`src/rtl/sim_reset_watchdog_if.sv`:
```
// Harness-facing signal bundle of the reset/run watchdog: restart and GPIO observation in,
// DUT resets and run status out.
interface sim_reset_watchdog_if #(
  parameter int N_DOMAINS = 2,
  parameter int GPIO_W    = 32
);
  logic                 restart_i;
  logic [GPIO_W-1:0]    gpio_i;
  logic [GPIO_W-1:0]    gpio_en_i;
  logic [N_DOMAINS-1:0] dut_rst_no;
  logic                 running_o;
  logic                 done_o;
  logic                 pass_o;
  logic                 fail_o;
  logic                 timeout_o;
  logic [31:0]          cycle_cnt_o;

  modport master (
    output restart_i, gpio_i, gpio_en_i,
    input  dut_rst_no, running_o, done_o, pass_o, fail_o, timeout_o, cycle_cnt_o
  );

  modport slave (
    input  restart_i, gpio_i, gpio_en_i,
    output dut_rst_no, running_o, done_o, pass_o, fail_o, timeout_o, cycle_cnt_o
  );
endinterface

```
`src/rtl/sim_reset_watchdog.sv`:
```
// Run controller: sequences the DUT resets (idle, assert, staggered release), then watches
// GPIO for a stable pass/fail signature or a cycle timeout. All outputs are registered.
module sim_reset_watchdog #(
  parameter int              N_DOMAINS      = 2,
  parameter int              PRE_CYCLES     = 2,
  parameter int              ASSERT_CYCLES  = 3,
  parameter int              STAGGER        = 4,
  parameter int              TIMEOUT_CYCLES = 500,
  parameter int              STABLE_CYCLES  = 4,
  parameter int              GPIO_W         = 32,
  parameter logic [GPIO_W-1:0] CODE_MASK    = 32'hFFFF_0000,
  parameter logic [GPIO_W-1:0] PASS_CODE    = 32'hC0DE_0000,
  parameter logic [GPIO_W-1:0] FAIL_CODE    = 32'hDEAD_0000
) (
  input logic                 clk_i,
  input logic                 rst_i,
  sim_reset_watchdog_if.slave bus
);

  function automatic int max3(input int a, input int b, input int c);
    int m;
    m = a;
    if (b > m) m = b;
    if (c > m) m = c;
    return m;
  endfunction

  localparam int REL_LAST = (N_DOMAINS - 1) * STAGGER;
  localparam int PH_MAX   = max3(PRE_CYCLES, ASSERT_CYCLES, REL_LAST + 1);
  localparam int PH_W     = $clog2(PH_MAX + 1);
  localparam int MC_W     = $clog2(STABLE_CYCLES + 1);

  localparam logic [PH_W-1:0]   PRE_LAST    = PH_W'(PRE_CYCLES - 1);
  localparam logic [PH_W-1:0]   ASSERT_LAST = PH_W'(ASSERT_CYCLES - 1);
  localparam logic [PH_W-1:0]   REL_END     = PH_W'(REL_LAST);
  localparam logic [MC_W-1:0]   MC_LAST     = MC_W'(STABLE_CYCLES - 1);
  localparam logic [31:0]       RUN_LAST    = 32'(TIMEOUT_CYCLES - 1);
  localparam logic [GPIO_W-1:0] PASS_SIG    = PASS_CODE & CODE_MASK;
  localparam logic [GPIO_W-1:0] FAIL_SIG    = FAIL_CODE & CODE_MASK;

  typedef enum logic [2:0] {
    S_PRE     = 3'd0,
    S_ASSERT  = 3'd1,
    S_RELEASE = 3'd2,
    S_RUN     = 3'd3,
    S_DONE    = 3'd4
  } state_t;

  function automatic logic [31:0] sat_inc32(input logic [31:0] v);
    return (v == 32'hFFFF_FFFF) ? v : v + 32'd1;
  endfunction

  function automatic logic [PH_W-1:0] sat_inc_ph(input logic [PH_W-1:0] v);
    return (v == {PH_W{1'b1}}) ? v : v + PH_W'(1);
  endfunction

  function automatic logic [MC_W-1:0] sat_inc_mc(input logic [MC_W-1:0] v);
    return (v == MC_LAST) ? v : v + MC_W'(1);
  endfunction

  // Domain k is out of reset once the phase has reached k*STAGGER.
  function automatic logic [N_DOMAINS-1:0] release_mask(input logic [PH_W-1:0] ph);
    logic [N_DOMAINS-1:0] m;
    m = '0;
    for (int k = 0; k < N_DOMAINS; k++) begin
      m[k] = (32'(ph) >= 32'(k * STAGGER));
    end
    return m;
  endfunction

  state_t               state_q, state_d;
  logic [PH_W-1:0]      ph_q, ph_d;
  logic [MC_W-1:0]      pass_mc_q, pass_mc_d;
  logic [MC_W-1:0]      fail_mc_q, fail_mc_d;
  logic [31:0]          cycle_q, cycle_d;
  logic [N_DOMAINS-1:0] dut_rst_q, dut_rst_d;
  logic                 running_q, running_d;
  logic                 done_q, done_d;
  logic                 pass_q, pass_d;
  logic                 fail_q, fail_d;
  logic                 timeout_q, timeout_d;

  logic code_valid, pass_hit, fail_hit;
  logic pass_accept, fail_accept, run_expired, restart_go;

  assign code_valid  = ((bus.gpio_en_i & CODE_MASK) == CODE_MASK);
  assign pass_hit    = code_valid && ((bus.gpio_i & CODE_MASK) == PASS_SIG);
  assign fail_hit    = code_valid && ((bus.gpio_i & CODE_MASK) == FAIL_SIG);
  // Acceptance fires on the sample that brings the streak to STABLE_CYCLES.
  assign pass_accept = (state_q == S_RUN) && pass_hit && (pass_mc_q == MC_LAST);
  assign fail_accept = (state_q == S_RUN) && fail_hit && (fail_mc_q == MC_LAST);
  assign run_expired = (state_q == S_RUN) && (cycle_q == RUN_LAST);
  assign restart_go  = (state_q == S_DONE) && bus.restart_i;

  always_ff @(posedge clk_i or posedge rst_i) begin
    if (rst_i) begin
      state_q <= S_PRE;
      ph_q    <= '0;
    end else begin
      state_q <= state_d;
      ph_q    <= ph_d;
    end
  end

  always_comb begin
    state_d = state_q;
    case (state_q)
      S_PRE:     if (ph_q == PRE_LAST)    state_d = S_ASSERT;
      S_ASSERT:  if (ph_q == ASSERT_LAST) state_d = S_RELEASE;
      S_RELEASE: if (ph_q == REL_END)     state_d = S_RUN;
      S_RUN:     if (fail_accept || pass_accept || run_expired) state_d = S_DONE;
      S_DONE:    if (bus.restart_i)       state_d = S_PRE;
      default:   state_d = S_PRE;
    endcase
    ph_d = (state_d != state_q) ? '0 : sat_inc_ph(ph_q);
  end

  always_comb begin
    running_d = (state_d == S_RUN);
    done_d    = (state_d == S_DONE);
    case (state_d)
      S_ASSERT:  dut_rst_d = '0;
      S_RELEASE: dut_rst_d = release_mask(ph_d);
      default:   dut_rst_d = '1;
    endcase

    pass_d    = pass_q;
    fail_d    = fail_q;
    timeout_d = timeout_q;
    cycle_d   = cycle_q;
    pass_mc_d = pass_mc_q;
    fail_mc_d = fail_mc_q;

    if (restart_go) begin
      pass_d    = 1'b0;
      fail_d    = 1'b0;
      timeout_d = 1'b0;
      cycle_d   = '0;
      pass_mc_d = '0;
      fail_mc_d = '0;
    end else if (state_q == S_RUN) begin
      pass_mc_d = pass_hit ? sat_inc_mc(pass_mc_q) : '0;
      fail_mc_d = fail_hit ? sat_inc_mc(fail_mc_q) : '0;
      if (state_d == S_RUN) begin
        cycle_d = sat_inc32(cycle_q);
      end else begin
        // Leaving RUN: exactly one cause wins, fail over pass over timeout.
        fail_d    = fail_accept;
        pass_d    = pass_accept && !fail_accept;
        timeout_d = !fail_accept && !pass_accept;
      end
    end
  end

  always_ff @(posedge clk_i or posedge rst_i) begin
    if (rst_i) begin
      dut_rst_q <= '1;
      running_q <= 1'b0;
      done_q    <= 1'b0;
      pass_q    <= 1'b0;
      fail_q    <= 1'b0;
      timeout_q <= 1'b0;
      cycle_q   <= '0;
      pass_mc_q <= '0;
      fail_mc_q <= '0;
    end else begin
      dut_rst_q <= dut_rst_d;
      running_q <= running_d;
      done_q    <= done_d;
      pass_q    <= pass_d;
      fail_q    <= fail_d;
      timeout_q <= timeout_d;
      cycle_q   <= cycle_d;
      pass_mc_q <= pass_mc_d;
      fail_mc_q <= fail_mc_d;
    end
  end

  assign bus.dut_rst_no  = dut_rst_q;
  assign bus.running_o   = running_q;
  assign bus.done_o      = done_q;
  assign bus.pass_o      = pass_q;
  assign bus.fail_o      = fail_q;
  assign bus.timeout_o   = timeout_q;
  assign bus.cycle_cnt_o = cycle_q;

endmodule

```
`src/flat_wrapper.sv`:
```
// flat-port wrapper written by rule: the top's interface ports become plain ports
module sim_reset_watchdog_flat 
#(
  parameter int              N_DOMAINS      = 2,
  parameter int              PRE_CYCLES     = 2,
  parameter int              ASSERT_CYCLES  = 3,
  parameter int              STAGGER        = 4,
  parameter int              TIMEOUT_CYCLES = 500,
  parameter int              STABLE_CYCLES  = 4,
  parameter int              GPIO_W         = 32,
  parameter logic [GPIO_W-1:0] CODE_MASK    = 32'hFFFF_0000,
  parameter logic [GPIO_W-1:0] PASS_CODE    = 32'hC0DE_0000,
  parameter logic [GPIO_W-1:0] FAIL_CODE    = 32'hDEAD_0000
)
  (clk_i, rst_i, bus_restart_i, bus_gpio_i, bus_gpio_en_i, bus_dut_rst_no, bus_running_o, bus_done_o, bus_pass_o, bus_fail_o, bus_timeout_o, bus_cycle_cnt_o);
  sim_reset_watchdog_if #(.N_DOMAINS(N_DOMAINS), .GPIO_W(GPIO_W)) bus_i ();
  input logic clk_i;
  input logic rst_i;
  input wire logic [$bits(bus_i.restart_i)-1:0] bus_restart_i;
  input wire logic [$bits(bus_i.gpio_i)-1:0] bus_gpio_i;
  input wire logic [$bits(bus_i.gpio_en_i)-1:0] bus_gpio_en_i;
  output wire logic [$bits(bus_i.dut_rst_no)-1:0] bus_dut_rst_no;
  output wire logic [$bits(bus_i.running_o)-1:0] bus_running_o;
  output wire logic [$bits(bus_i.done_o)-1:0] bus_done_o;
  output wire logic [$bits(bus_i.pass_o)-1:0] bus_pass_o;
  output wire logic [$bits(bus_i.fail_o)-1:0] bus_fail_o;
  output wire logic [$bits(bus_i.timeout_o)-1:0] bus_timeout_o;
  output wire logic [$bits(bus_i.cycle_cnt_o)-1:0] bus_cycle_cnt_o;
  assign bus_i.restart_i = bus_restart_i;
  assign bus_i.gpio_i = bus_gpio_i;
  assign bus_i.gpio_en_i = bus_gpio_en_i;
  assign bus_dut_rst_no = bus_i.dut_rst_no;
  assign bus_running_o = bus_i.running_o;
  assign bus_done_o = bus_i.done_o;
  assign bus_pass_o = bus_i.pass_o;
  assign bus_fail_o = bus_i.fail_o;
  assign bus_timeout_o = bus_i.timeout_o;
  assign bus_cycle_cnt_o = bus_i.cycle_cnt_o;
  sim_reset_watchdog #(.N_DOMAINS(N_DOMAINS), .PRE_CYCLES(PRE_CYCLES), .ASSERT_CYCLES(ASSERT_CYCLES), .STAGGER(STAGGER), .TIMEOUT_CYCLES(TIMEOUT_CYCLES), .STABLE_CYCLES(STABLE_CYCLES), .GPIO_W(GPIO_W), .CODE_MASK(CODE_MASK), .PASS_CODE(PASS_CODE), .FAIL_CODE(FAIL_CODE)) u_core (.clk_i(clk_i), .rst_i(rst_i), .bus(bus_i));
endmodule
```
`config.mk`:
```
export PLATFORM = sky130hd
export DESIGN_NAME = sim_reset_watchdog_flat
export DESIGN_NICKNAME = d
export VERILOG_FILES = /design/src/rtl/sim_reset_watchdog_if.sv /design/src/rtl/sim_reset_watchdog.sv /design/src/flat_wrapper.sv
export SDC_FILE = /design/constraint.sdc
export NUM_CORES = 1
export LEC_CHECK = 0
export ABC_AREA = 1
export CORE_ASPECT_RATIO = 0.8
export CORE_MARGIN = 1.5
export CORE_UTILIZATION = 48
export DETAILED_ROUTE_END_ITERATION = 16
export PLACE_DENSITY = 0.81
export SYNTH_ARGS = -nofsm -noshare
export SYNTH_HDL_FRONTEND = slang
export SYNTH_SLANG_ARGS = --single-unit
```
`constraint.sdc`:
```
create_clock -name clk_i -period 2.6 [get_ports clk_i]
set_clock_uncertainty 0.1 [all_clocks]
set_input_delay 0.39 -clock clk_i [delete_from_list [all_inputs] [get_ports clk_i]]
set_output_delay 0.39 -clock clk_i [all_outputs]
set_load 0.05 [all_outputs]
```
==> results of run 1 <==
logic make-up (layout without fill, tap and decap cells):
logic type | Yosys count | count (layout) | synth area share (%)
flip-flops | 51 | 51 | 35.7
adder cells (fa/ha/maj) | 9 | 9 | 3.15
multiplexers | 1 | 1 | 0.315
XOR/XNOR | 29 | 29 | 7.10
AO/OA/AOI/OAI | 19 | 19 | 3.25
buffers and inverters | 60 | 135 | 7.48
AND/OR/NAND/NOR | 348 | 348 | 43.0
power groups by stage:
stage | Combinational, mW | Clock, mW | Sequential [mW]
2_1_floorplan | 0.454 | 0 | 1.16
3_3_place_gp | 0.860 | 0 | 0.990
3_5_place_dp | 0.886 | 0 | 0.991
4_1_cts | 0.891 | 0.499 | 0.979
5_1_grt | 0.987 | 0.528 | 0.994
6_report | 0.884 | 0.486 | 0.979
cells in the mapped netlist (7+ instances only):
master                    instances  area [um^2]
sky130_fd_sc_hd__nand2_1        155          582
sky130_fd_sc_hd__nor2_1          86          323
sky130_fd_sc_hd__nand3_1         56          280
sky130_fd_sc_hd__dfrtp_1         49         1230
sky130_fd_sc_hd__inv_1           37          139
sky130_fd_sc_hd__xnor2_1         17          149
sky130_fd_sc_hd__nor3_1          15         75.1
sky130_fd_sc_hd__nand4_1         12         75.1
sky130_fd_sc_hd__xor2_1          12          105
sky130_fd_sc_hd__ha_1             9          113
sky130_fd_sc_hd__nand3_2          7         70.1
sky130_fd_sc_hd__nor4_1           7         43.8
registers in the layout, summed over array words and instances, names as in the netlist:
signal and flops:
u_core.bus.pass_o 1, u_core.bus.dut_rst_no 2, u_core.fail_mc_q 3, u_core.ph_q 3
u_core.bus.cycle_cnt_o 32, u_core.bus.timeout_o 1, u_core.bus.running_o 1, u_core.pass_mc_q 3
u_core.bus.done_o 1, u_core.bus.fail_o 1, u_core.state_q 3
worst register-to-register path: cells and delay by family (launching register included):
kind / cells / cell delay, ns
AO/OA/AOI/OAI: 2 / 0.28
adder cells (fa/ha/maj): 1 / 0.25
buffers and inverters: 2 / 0.21
flip-flops: 1 / 0.44
AND/OR/NAND/NOR: 7 / 0.99
how the worst max path moves through the flow:
stage / slack, ns / depth (start not counted) / end
6_report: 0.22 / 12 / u_core.bus.cycle_cnt_o[10]
5_1_grt: 0.001 / 12 / u_core.bus.cycle_cnt_o[14]
4_1_cts: 0.23 / 12 / u_core.bus.cycle_cnt_o[10]
3_5_place_dp: -0.01 / 12 / u_core.bus.cycle_cnt_o[10]
3_3_place_gp: 0.05 / 12 / u_core.bus.cycle_cnt_o[10]
2_1_floorplan: 0.31 / 13 / u_core.bus.cycle_cnt_o[3]
routing by layer:
metal / wire, um / track usage [%] / share of wire, %
met1: 4750 / 38.4 / 49
met2: 4320 / 40.5 / 44
met3: 599 / 4.96 / 6.2
met4: 51 / 3.66 / 0.52
met5: 0 / 0 / 0
metrics by stage:
stage	TNS (ns)	cells
final	0	679
after global routing	0	679
after CTS	0	679
after detailed placement	-0.0145	671
after global placement	0	671
after floorplan	0	517
final cells by class:
cell class | count | share of cell area (%)
repair buffers | 83 | 18.2
inverters | 44 | 3.67
multi-input cells | 406 | 45.2
clock buffers | 5 | 1.53
well taps | 87 | 2.42
flip-flops and latches | 51 | 28.5
clock inverters | 3 | 0.529
==> out/metrics.cfg, run 1 <==
[critical_path]
worstPathRequired_ns = 2.68
crit_path_dat_ns = 2.46
worst_r2r_end = u_core.bus.cycle_cnt_o[10]
critical-path-top-delay-family = simple AND/OR/NAND/NOR gates
worst_path_max_delay_cell = sky130_fd_sc_hd__dfrtp_1
type_of_the_setup_path_with_the_least_slack = reg -> reg
timing.critical_path.buf_inv = 2
timing.critical_path.slowest_cell_delay_ns = 0.44
worstSetupEndpointType = flip-flop
cp_max_fo = 33
rr_worst_depth = 12
crit_path_start_kind = flip-flop
timing.critical_path.cells = ha_1, nand2_1, nor2_2, inv_2, nor3_2, nand4_1, o21ai_1, inv_1, nand2_4, nand2_4, nand2_1, o21ai_0
worst_r2r_startpoint = u_core.bus.cycle_cnt_o[1]
cp-startpoint = u_core.bus.cycle_cnt_o[1]
ff2ff_setup_slack_ns = 0.22

[floorplan]
num_io_pins = 106
die_area_mm2 = 0.00798
initial_core_util_pct = 50.7
core-area_mm2 = 0.00706
placementRows = 27
die_width_um = 99.5
die_h_um = 80.2

[power_and_ir_drop]
pwr-share-clk_pct = 20.7
pwr_density_cell_mw_per_mm2 = 522
seq_power_share_pct = 41.7
internal_power_mw = 1.39
vdd_drop_max_mv = 0.665
power.static_leakage_nw = 2.06
p_sw_share_pct = 40.9
sum_of_internal_switching_and_leakage_power_mw = 2.35
net-switching-power_mw = 0.961
power.share.combinational_pct = 37.6

[synth]
number_of_synthesized_flops_with_an_enable_pin = 0
seq_area_frac_synth_pct = 35.7
synth_async_sr_flop_share_pct = 100
mappedNetlistArea_mm2 = 0.00358
synth_cell_types = 34
synth_top_flop_cell = sky130_fd_sc_hd__dfrtp_1
synth.ff_latch_count = 51
yosys_warnings = 0
synth_nets = 593
syn_area_per_cell_um2 = 6.92
syn-instance-count = 517

[hold_path]
worstHoldPathType = in -> async

[drt]
final_antenna_net_count = 0
route.detailed.drc = 0
drt-vias-per-instance = 5.31
first_iter_violations = 251
route.final.wire_length_um = 9720
detailedRoute.firstPassIterationCount = 6
routed-via-count = 3608
wl_per_cell_um = 14.3

[timing]
finalHoldViolCount = 0
timing.slew.headroom_pct = 63.9
rsz0062_at_grt = no
fmax_mhz = 420
finalCriticalPeriod_ns = 2.38
finalSetupViolations = 0
holdWs_ns = 0.334
final_min_period_over_clock_period_pct = 91.6
setup_slack_ns = 0.219
tightest_slew_ns = 0.540
drv_slew = 0

[finish]
area_added_between_synthesis_and_finish_pct = 25.6
num_antenna_cells = 0
drive_above_1_share_pct = 7.77
seq_area_mm2 = 0.00128
layout.nets = 667
fin_util_pct = 63.7
mostFrequentLayoutCell = sky130_fd_sc_hd__nand2_1
mostFrequentLayoutCells = sky130_fd_sc_hd__nand2_1 (155), sky130_fd_sc_hd__nor2_1 (86), sky130_fd_sc_hd__clkdlybuf4s50_1 (73)
stdcell_area_mm2 = 0.00449
area_of_the_multi_input_gates_mm2 = 0.00203
fillCellCount = 664

[global_routing]
antenna_violations_before_repair = 0
grt_max_degree = 34
grt_overflow_total = 0
track_usage_pct = 26.1
first_global_vias = 3348
global_route_wire_length_before_repair_um = 16500

[clocking]
cts-root-buf = sky130_fd_sc_hd__clkbuf_8
cts_inserted_buffers = 5
tritoncts = done
clock_sinks = 51
cts_setup_buffers = 0
clkTransAtPathRegs_ns = 0.10
clock_insertion_delay_worst_skew_ns = 0.31
cts.htree.levels = 2
cts_resized = 0
clk_path_buf_depth = 2
holdBufCountCts = 0

[place]
port_buffers = 73
placed_cell_area_mm2 = 0.00440
hpwlAfterDp_um = 7720
gp_congestion = 0.946
dp_worst_setup_slack_ns = -0.0100

[job]
drv_cap = 0

[run_status]
status = complete, no violations

Power figures use the tool's default switching activity.
==> run 2, diff against run 1 <==
ABC_CLOCK_PERIOD_IN_PS = 2600   (was unset)
CTS_CLUSTER_DIAMETER = 100   (was unset)
GPL_TIMING_DRIVEN = 0   (was unset)
==> out/metrics.cfg, run 2 (synthesis gave the netlist of run 1 again) <==
[floorplan]
die_area_mm2 = 0.00798  ; unchanged
die_h_um = 80.2  ; unchanged
core-area_mm2 = 0.00706  ; unchanged
placementRows = 27  ; unchanged
die_width_um = 99.5  ; unchanged
initial_core_util_pct = 50.7  ; unchanged
num_io_pins = 106  ; unchanged

[timing]
tightest_slew_ns = 0.534  ; -0.00580 ns
setup_slack_ns = 0.324  ; +0.105 ns
setup_total_negative_slack_ns = 0  ; unchanged
drv_slew = 0  ; unchanged
final_min_period_over_clock_period_pct = 87.6  ; -4.0 points
finalSetupViolations = 0  ; unchanged
holdWs_ns = 0.301  ; -0.0339 ns
timing.slew.headroom_pct = 64.3  ; +0.33 points
finalCriticalPeriod_ns = 2.28  ; -0.105 ns
fmax_mhz = 439  ; +4.6%
finalHoldViolCount = 0  ; unchanged
rsz0062_at_grt = no

[drt]
drt-vias-per-instance = 5.37  ; +1.0%
final_antenna_net_count = 0  ; unchanged
wl_per_cell_um = 14.7  ; +2.6%
first_iter_violations = 307  ; +22%
detailedRoute.firstPassIterationCount = 5  ; -1
route.detailed.drc = 0  ; unchanged
routed-via-count = 3682  ; +2.1%
route.final.wire_length_um = 10100  ; +3.7%

[finish]
stdcell_area_mm2 = 0.00457  ; +1.8%
layout.nets = 674  ; +1.0%
drive_above_1_share_pct = 8.01  ; +0.24 points
mostFrequentLayoutCells = sky130_fd_sc_hd__nand2_1 (155), sky130_fd_sc_hd__nor2_1 (86), sky130_fd_sc_hd__clkdlybuf4s50_1 (73)
num_antenna_cells = 0  ; unchanged
fin_util_pct = 64.8  ; +1.1 points
mostFrequentLayoutCell = sky130_fd_sc_hd__nand2_1
largest_register_ffs = 32  ; unchanged
area_added_between_synthesis_and_finish_pct = 27.8
post_layout_nonfiller_instances = 686  ; +1.0%

[power_and_ir_drop]
sum_of_internal_switching_and_leakage_power_mw = 2.55  ; +8.6%
power.static_leakage_nw = 2.11  ; +2.2%
pwr_density_cell_mw_per_mm2 = 558  ; +6.7%
vdd_drop_max_mv = 0.591  ; -11%

[clocking]
clk_path_buf_depth = 2  ; unchanged
clkTransAtPathRegs_ns = 0.09  ; about the same
tritoncts = done
cts_resized = 0  ; unchanged
cts.htree.levels = 2  ; unchanged
cts-root-buf = sky130_fd_sc_hd__clkbuf_8
cts_inserted_buffers = 5  ; unchanged
clock_insertion_delay_worst_skew_ns = 0.31  ; about the same
holdBufCountCts = 0  ; unchanged
cts_setup_buffers = 0  ; unchanged
clock_sinks = 51  ; unchanged

[place]
hpwlAfterDp_um = 8030  ; +4.0%
placed_cell_area_mm2 = 0.00444  ; +0.80%
gp_congestion = 0.968  ; +2.3%
dp_worst_setup_slack_ns = 0.0852  ; +0.0953 ns
port_buffers = 73  ; unchanged
dp_cells = 678  ; +1.0%

[global_routing]
grt_max_degree = 33  ; -2.9%
first_global_vias = 3427  ; +2.4%
global_route.usage.met1_pct = 38.8  ; +0.38 points
grt_overflow_total = 0  ; unchanged
groute.layer.met2.usage_pct = 41.4  ; +0.82 points
gr-usage-met3_pct = 5.74  ; +0.78 points
global_route.peak_usage_layer = met2
track_usage_pct = 26.8  ; +0.73 points
global_route_wire_length_before_repair_um = 16800  ; +1.6%
antenna_violations_before_repair = 0  ; unchanged

[hold_path]
worstHoldPathType = in -> async

[critical_path]
crit_path_dat_ns = 2.39  ; -0.07 ns
ff2ff_setup_slack_ns = 0.32  ; +0.10 ns
rr_worst_depth = 13  ; +1
worst_r2r_startpoint = u_core.bus.cycle_cnt_o[1]
cp_max_fo = 10  ; -70%
crit_path_start_kind = flip-flop
worst_r2r_end = u_core.bus.cycle_cnt_o[3]
type_of_the_setup_path_with_the_least_slack = reg -> reg
worstSetupEndpointType = flip-flop
worstPathRequired_ns = 2.71  ; +0.03 ns

[job]
drv_cap = 0  ; unchanged

[run_status]
status = complete, no violations

## run 2: changes by cell type in the layout (fill, tap and decap cells not counted), sizes merged
| cell | delta |
|---|---|
| clkbuf | +5 |
| bufinv | +2 |
| clkinvlp | -1 |
| inv | -1 |
| buf | +2 |
## run 2: final cells by class
| cell class | count | area, um^2 |
|---|---|---|
| Fill cell | 610 | 2490 |
| Multi-Input combinational cell | 406 | 2030 |
| Sequential cell | 51 | 1280 |
| Timing Repair Buffer | 74 | 751 |
| Inverter | 44 | 165 |
| Tap cell | 87 | 109 |
| Buffer | 16 | 103 |
| Clock buffer | 5 | 68.8 |
| Clock inverter | 3 | 67.6 |
## run 2: worst max path at each step
stage                                 endpoint                      start  cells past startpoint  slack, ns
finish               u_core.bus.cycle_cnt_o[3]  u_core.bus.cycle_cnt_o[1]                     13       0.32
floorplan            u_core.bus.cycle_cnt_o[3]  u_core.bus.cycle_cnt_o[1]                     13       0.31
detailed placement   u_core.bus.cycle_cnt_o[3]             bus_gpio_i[30]                     13       0.09
CTS                  u_core.bus.cycle_cnt_o[3]  u_core.bus.cycle_cnt_o[1]                     13       0.32
global route        u_core.bus.cycle_cnt_o[14]  u_core.bus.cycle_cnt_o[1]                     13       0.11
global placement    u_core.bus.cycle_cnt_o[17]                      rst_i                      2      -0.07
## run 2: power by group
group | internal [mW] | switching, mW
sequential | 0.889 | 0.0911
combinational | 0.318 | 0.589
clock | 0.384 | 0.279
## run 2: routing by layer
layer	part of all wire [%]	vias to the layer above
li1	-	1818
met1	48	1738
met2	45	117
met3	6.0	9
met4	0.97	0
met5	0	-
## run 2: critical path, stage by stage (launching register included)
cell and delay [ns]:
sky130_fd_sc_hd__dfrtp_1 0.44, sky130_fd_sc_hd__ha_1 0.25, sky130_fd_sc_hd__nand2_1 0.10, sky130_fd_sc_hd__nor2_2 0.16, sky130_fd_sc_hd__inv_2 0.09, sky130_fd_sc_hd__nor3_2 0.15
sky130_fd_sc_hd__nand4_1 0.10, sky130_fd_sc_hd__o21ai_1 0.20, sky130_fd_sc_hd__inv_1 0.11, sky130_fd_sc_hd__nand2_4 0.11, sky130_fd_sc_hd__nand2_4 0.08, sky130_fd_sc_hd__buf_6 0.16
sky130_fd_sc_hd__nand3_1 0.07, sky130_fd_sc_hd__nand2_1 0.05
==> run 3, diff against run 2 <==
PLACE_DENSITY = 0.79   (was 0.81)
SLEW_MARGIN = 20   (was unset)
==> out/metrics.cfg, run 3 (synthesis gave the netlist of run 1 again) <==
[floorplan]
num_io_pins = 106  ; unchanged
die_area_mm2 = 0.00798  ; unchanged
die_width_um = 99.5  ; unchanged
core-area_mm2 = 0.00706  ; unchanged
initial_core_util_pct = 50.7  ; unchanged
placementRows = 27  ; unchanged
die_h_um = 80.2  ; unchanged

[place]
port_buffers = 73  ; unchanged
dp_worst_setup_slack_ns = 0.0789  ; -0.00634 ns
placed_cell_area_mm2 = 0.00444  ; unchanged
hpwlAfterDp_um = 8190  ; +2.0%
gp_congestion = 0.981  ; +1.4%

[timing]
rsz0062_at_grt = no
final_min_period_over_clock_period_pct = 88.7  ; +1.2 points
fmax_mhz = 434  ; -1.3%
setup_slack_ns = 0.294  ; -0.0300 ns
finalCriticalPeriod_ns = 2.31  ; +0.0300 ns
finalHoldViolCount = 0  ; unchanged
finalSetupViolations = 0  ; unchanged
timing.slew.headroom_pct = 63.2  ; -1.1 points
holdWs_ns = 0.278  ; -0.0231 ns
drv_slew = 0  ; unchanged
tightest_slew_ns = 0.551  ; +0.0168 ns

[hold_path]
worstHoldPathType = in -> async

[global_routing]
antenna_violations_before_repair = 0  ; unchanged
grt_overflow_total = 0  ; unchanged
track_usage_pct = 26.2  ; -0.55 points
first_global_vias = 3335  ; -2.7%
grt_max_degree = 35  ; +6.1%
global_route_wire_length_before_repair_um = 16600  ; -1.1%

[finish]
mostFrequentLayoutCells = sky130_fd_sc_hd__nand2_1 (155), sky130_fd_sc_hd__nor2_1 (86), sky130_fd_sc_hd__clkdlybuf4s50_1 (73)
largest_register_ffs = 32  ; unchanged
stdcell_area_mm2 = 0.00453  ; -0.96%
layout.nets = 674  ; unchanged
drive_above_1_share_pct = 8.01  ; unchanged
area_added_between_synthesis_and_finish_pct = 26.6
fin_util_pct = 64.2  ; -0.62 points
mostFrequentLayoutCell = sky130_fd_sc_hd__nand2_1
num_antenna_cells = 0  ; unchanged

[clocking]
clkTransAtPathRegs_ns = 0.10  ; about the same
holdBufCountCts = 0  ; unchanged
cts_setup_buffers = 0  ; unchanged
tritoncts = done
cts_inserted_buffers = 5  ; unchanged
cts_resized = 0  ; unchanged
clk_path_buf_depth = 2  ; unchanged
cts-root-buf = sky130_fd_sc_hd__clkbuf_8
clock_insertion_delay_worst_skew_ns = 0.31  ; about the same
clock_sinks = 51  ; unchanged
cts.htree.levels = 2  ; unchanged

[drt]
met3WireLength_um = 603  ; -0.17%
dr_wl_met2_um = 4300  ; -4.4%
route.final.wire_length_um = 10000  ; -0.41%
route.top_layer_used = met4
routed-via-count = 3644  ; -1.0%
wirelength_met1_um = 5000  ; +2.5%
first_iter_violations = 215  ; -30%
route.detailed.drc = 0  ; unchanged
wl_per_cell_um = 14.6  ; -0.41%
final_antenna_net_count = 0  ; unchanged
drt-vias-per-instance = 5.31  ; -1.0%
detailedRoute.firstPassIterationCount = 5  ; unchanged

[critical_path]
crit_path_start_kind = flip-flop
cp_max_fo = 10  ; unchanged
worst_path_max_delay_cell = sky130_fd_sc_hd__dfrtp_1
timing.critical_path.slowest_cell_delay_ns = 0.45  ; about the same
type_of_the_setup_path_with_the_least_slack = reg -> reg
worstSetupEndpointType = flip-flop
crit_path_dat_ns = 2.42  ; +0.03 ns
worstPathRequired_ns = 2.71  ; about the same
timing.critical_path.cells = ha_1, nand2_1, nor2_2, inv_2, nor3_2, nand4_1, o21ai_1, inv_1, nand2_4, nand2_4, buf_6, nand3_1, nand2_1

[power_and_ir_drop]
internal_power_mw = 1.40  ; -12%
p_sw_share_pct = 41.1  ; +3.5 points
seq_power_share_pct = 41.3  ; +2.9 points
net-switching-power_mw = 0.977  ; +1.9%
pwr_density_cell_mw_per_mm2 = 525  ; -5.9%
vdd_drop_max_mv = 0.753  ; +27%
power.share.combinational_pct = 38.4  ; +2.8 points
sum_of_internal_switching_and_leakage_power_mw = 2.38  ; -6.8%
power.static_leakage_nw = 2.09  ; -1.1%
pwr-share-clk_pct = 20.3  ; -5.7 points

[job]
drv_cap = 0  ; unchanged

[run_status]
status = complete, no violations

-- run 3: cell types whose count changed in the layout (fill, tap and decap cells not counted), sizes merged --
cell | previous run | this run
clkinvlp | 1 | 2
bufinv | 2 | 0
inv | 43 | 44
-- run 3: final cells by class --
class                      instances  area, um^2
timing repair buffer              74         751
tap                               87         109
buffer                            16         103
clock buffer                       5        68.8
fill                             645        2530
sequential                        51        1280
inverter                          44         165
multi-input combinational        406        2030
clock inverter                     3        23.8
-- run 3: metal layers --
layer / vias to the layer above / GRT usage [%]
li1: 1823 / -
met1: 1684 / 40.4
met2: 126 / 39.2
met3: 11 / 2.61
met4: 0 / 6.48
met5: - / 0
-- run 3: stage by stage --
step           TNS [ns]  std cells
6_report              0        686
5_1_grt               0        686
4_1_cts               0        686
3_5_place_dp          0        678
3_3_place_gp      -2.75        677
2_1_floorplan         0        517
-- run 3: power by group through the flow --
| stage | Sequential, mW | Clock [mW] | Combinational, mW |
|---|---|---|---|
| after floorplan | 1.16 | 0 | 0.454 |
| after global placement | 0.991 | 0 | 0.882 |
| after detailed placement | 0.996 | 0 | 0.912 |
| after CTS | 0.982 | 0.493 | 0.916 |
| after global routing | 0.995 | 0.523 | 1.01 |
| final | 0.982 | 0.482 | 0.913 |
-- run 3: worst paths after layout --
path,start,endpoint,slack [ns],cells after the start
max,u_core.bus.cycle_cnt_o[1],u_core.bus.cycle_cnt_o[3],0.29,13
min,rst_i,u_core.bus.cycle_cnt_o[1],0.28,2
max reg2reg,u_core.bus.cycle_cnt_o[1],u_core.bus.cycle_cnt_o[3],0.29,13
min reg2reg,u_core.state_q[2],u_core.bus.done_o,0.39,1
max in group asynchronous,rst_i,u_core.bus.dut_rst_no[1],1.55,3
min in group clk_i,u_core.state_q[2],u_core.bus.done_o,0.39,1
-- run 3: critical path, delay by kind of cell (launching register included) --
kind / cells / cell delay, ns
DFF: 1 / 0.45
and+or+nand+nor: 8 / 0.85
adders and majority gates: 1 / 0.25
AOI/OAI and AO/OA: 1 / 0.18
buffers and inverters: 3 / 0.35
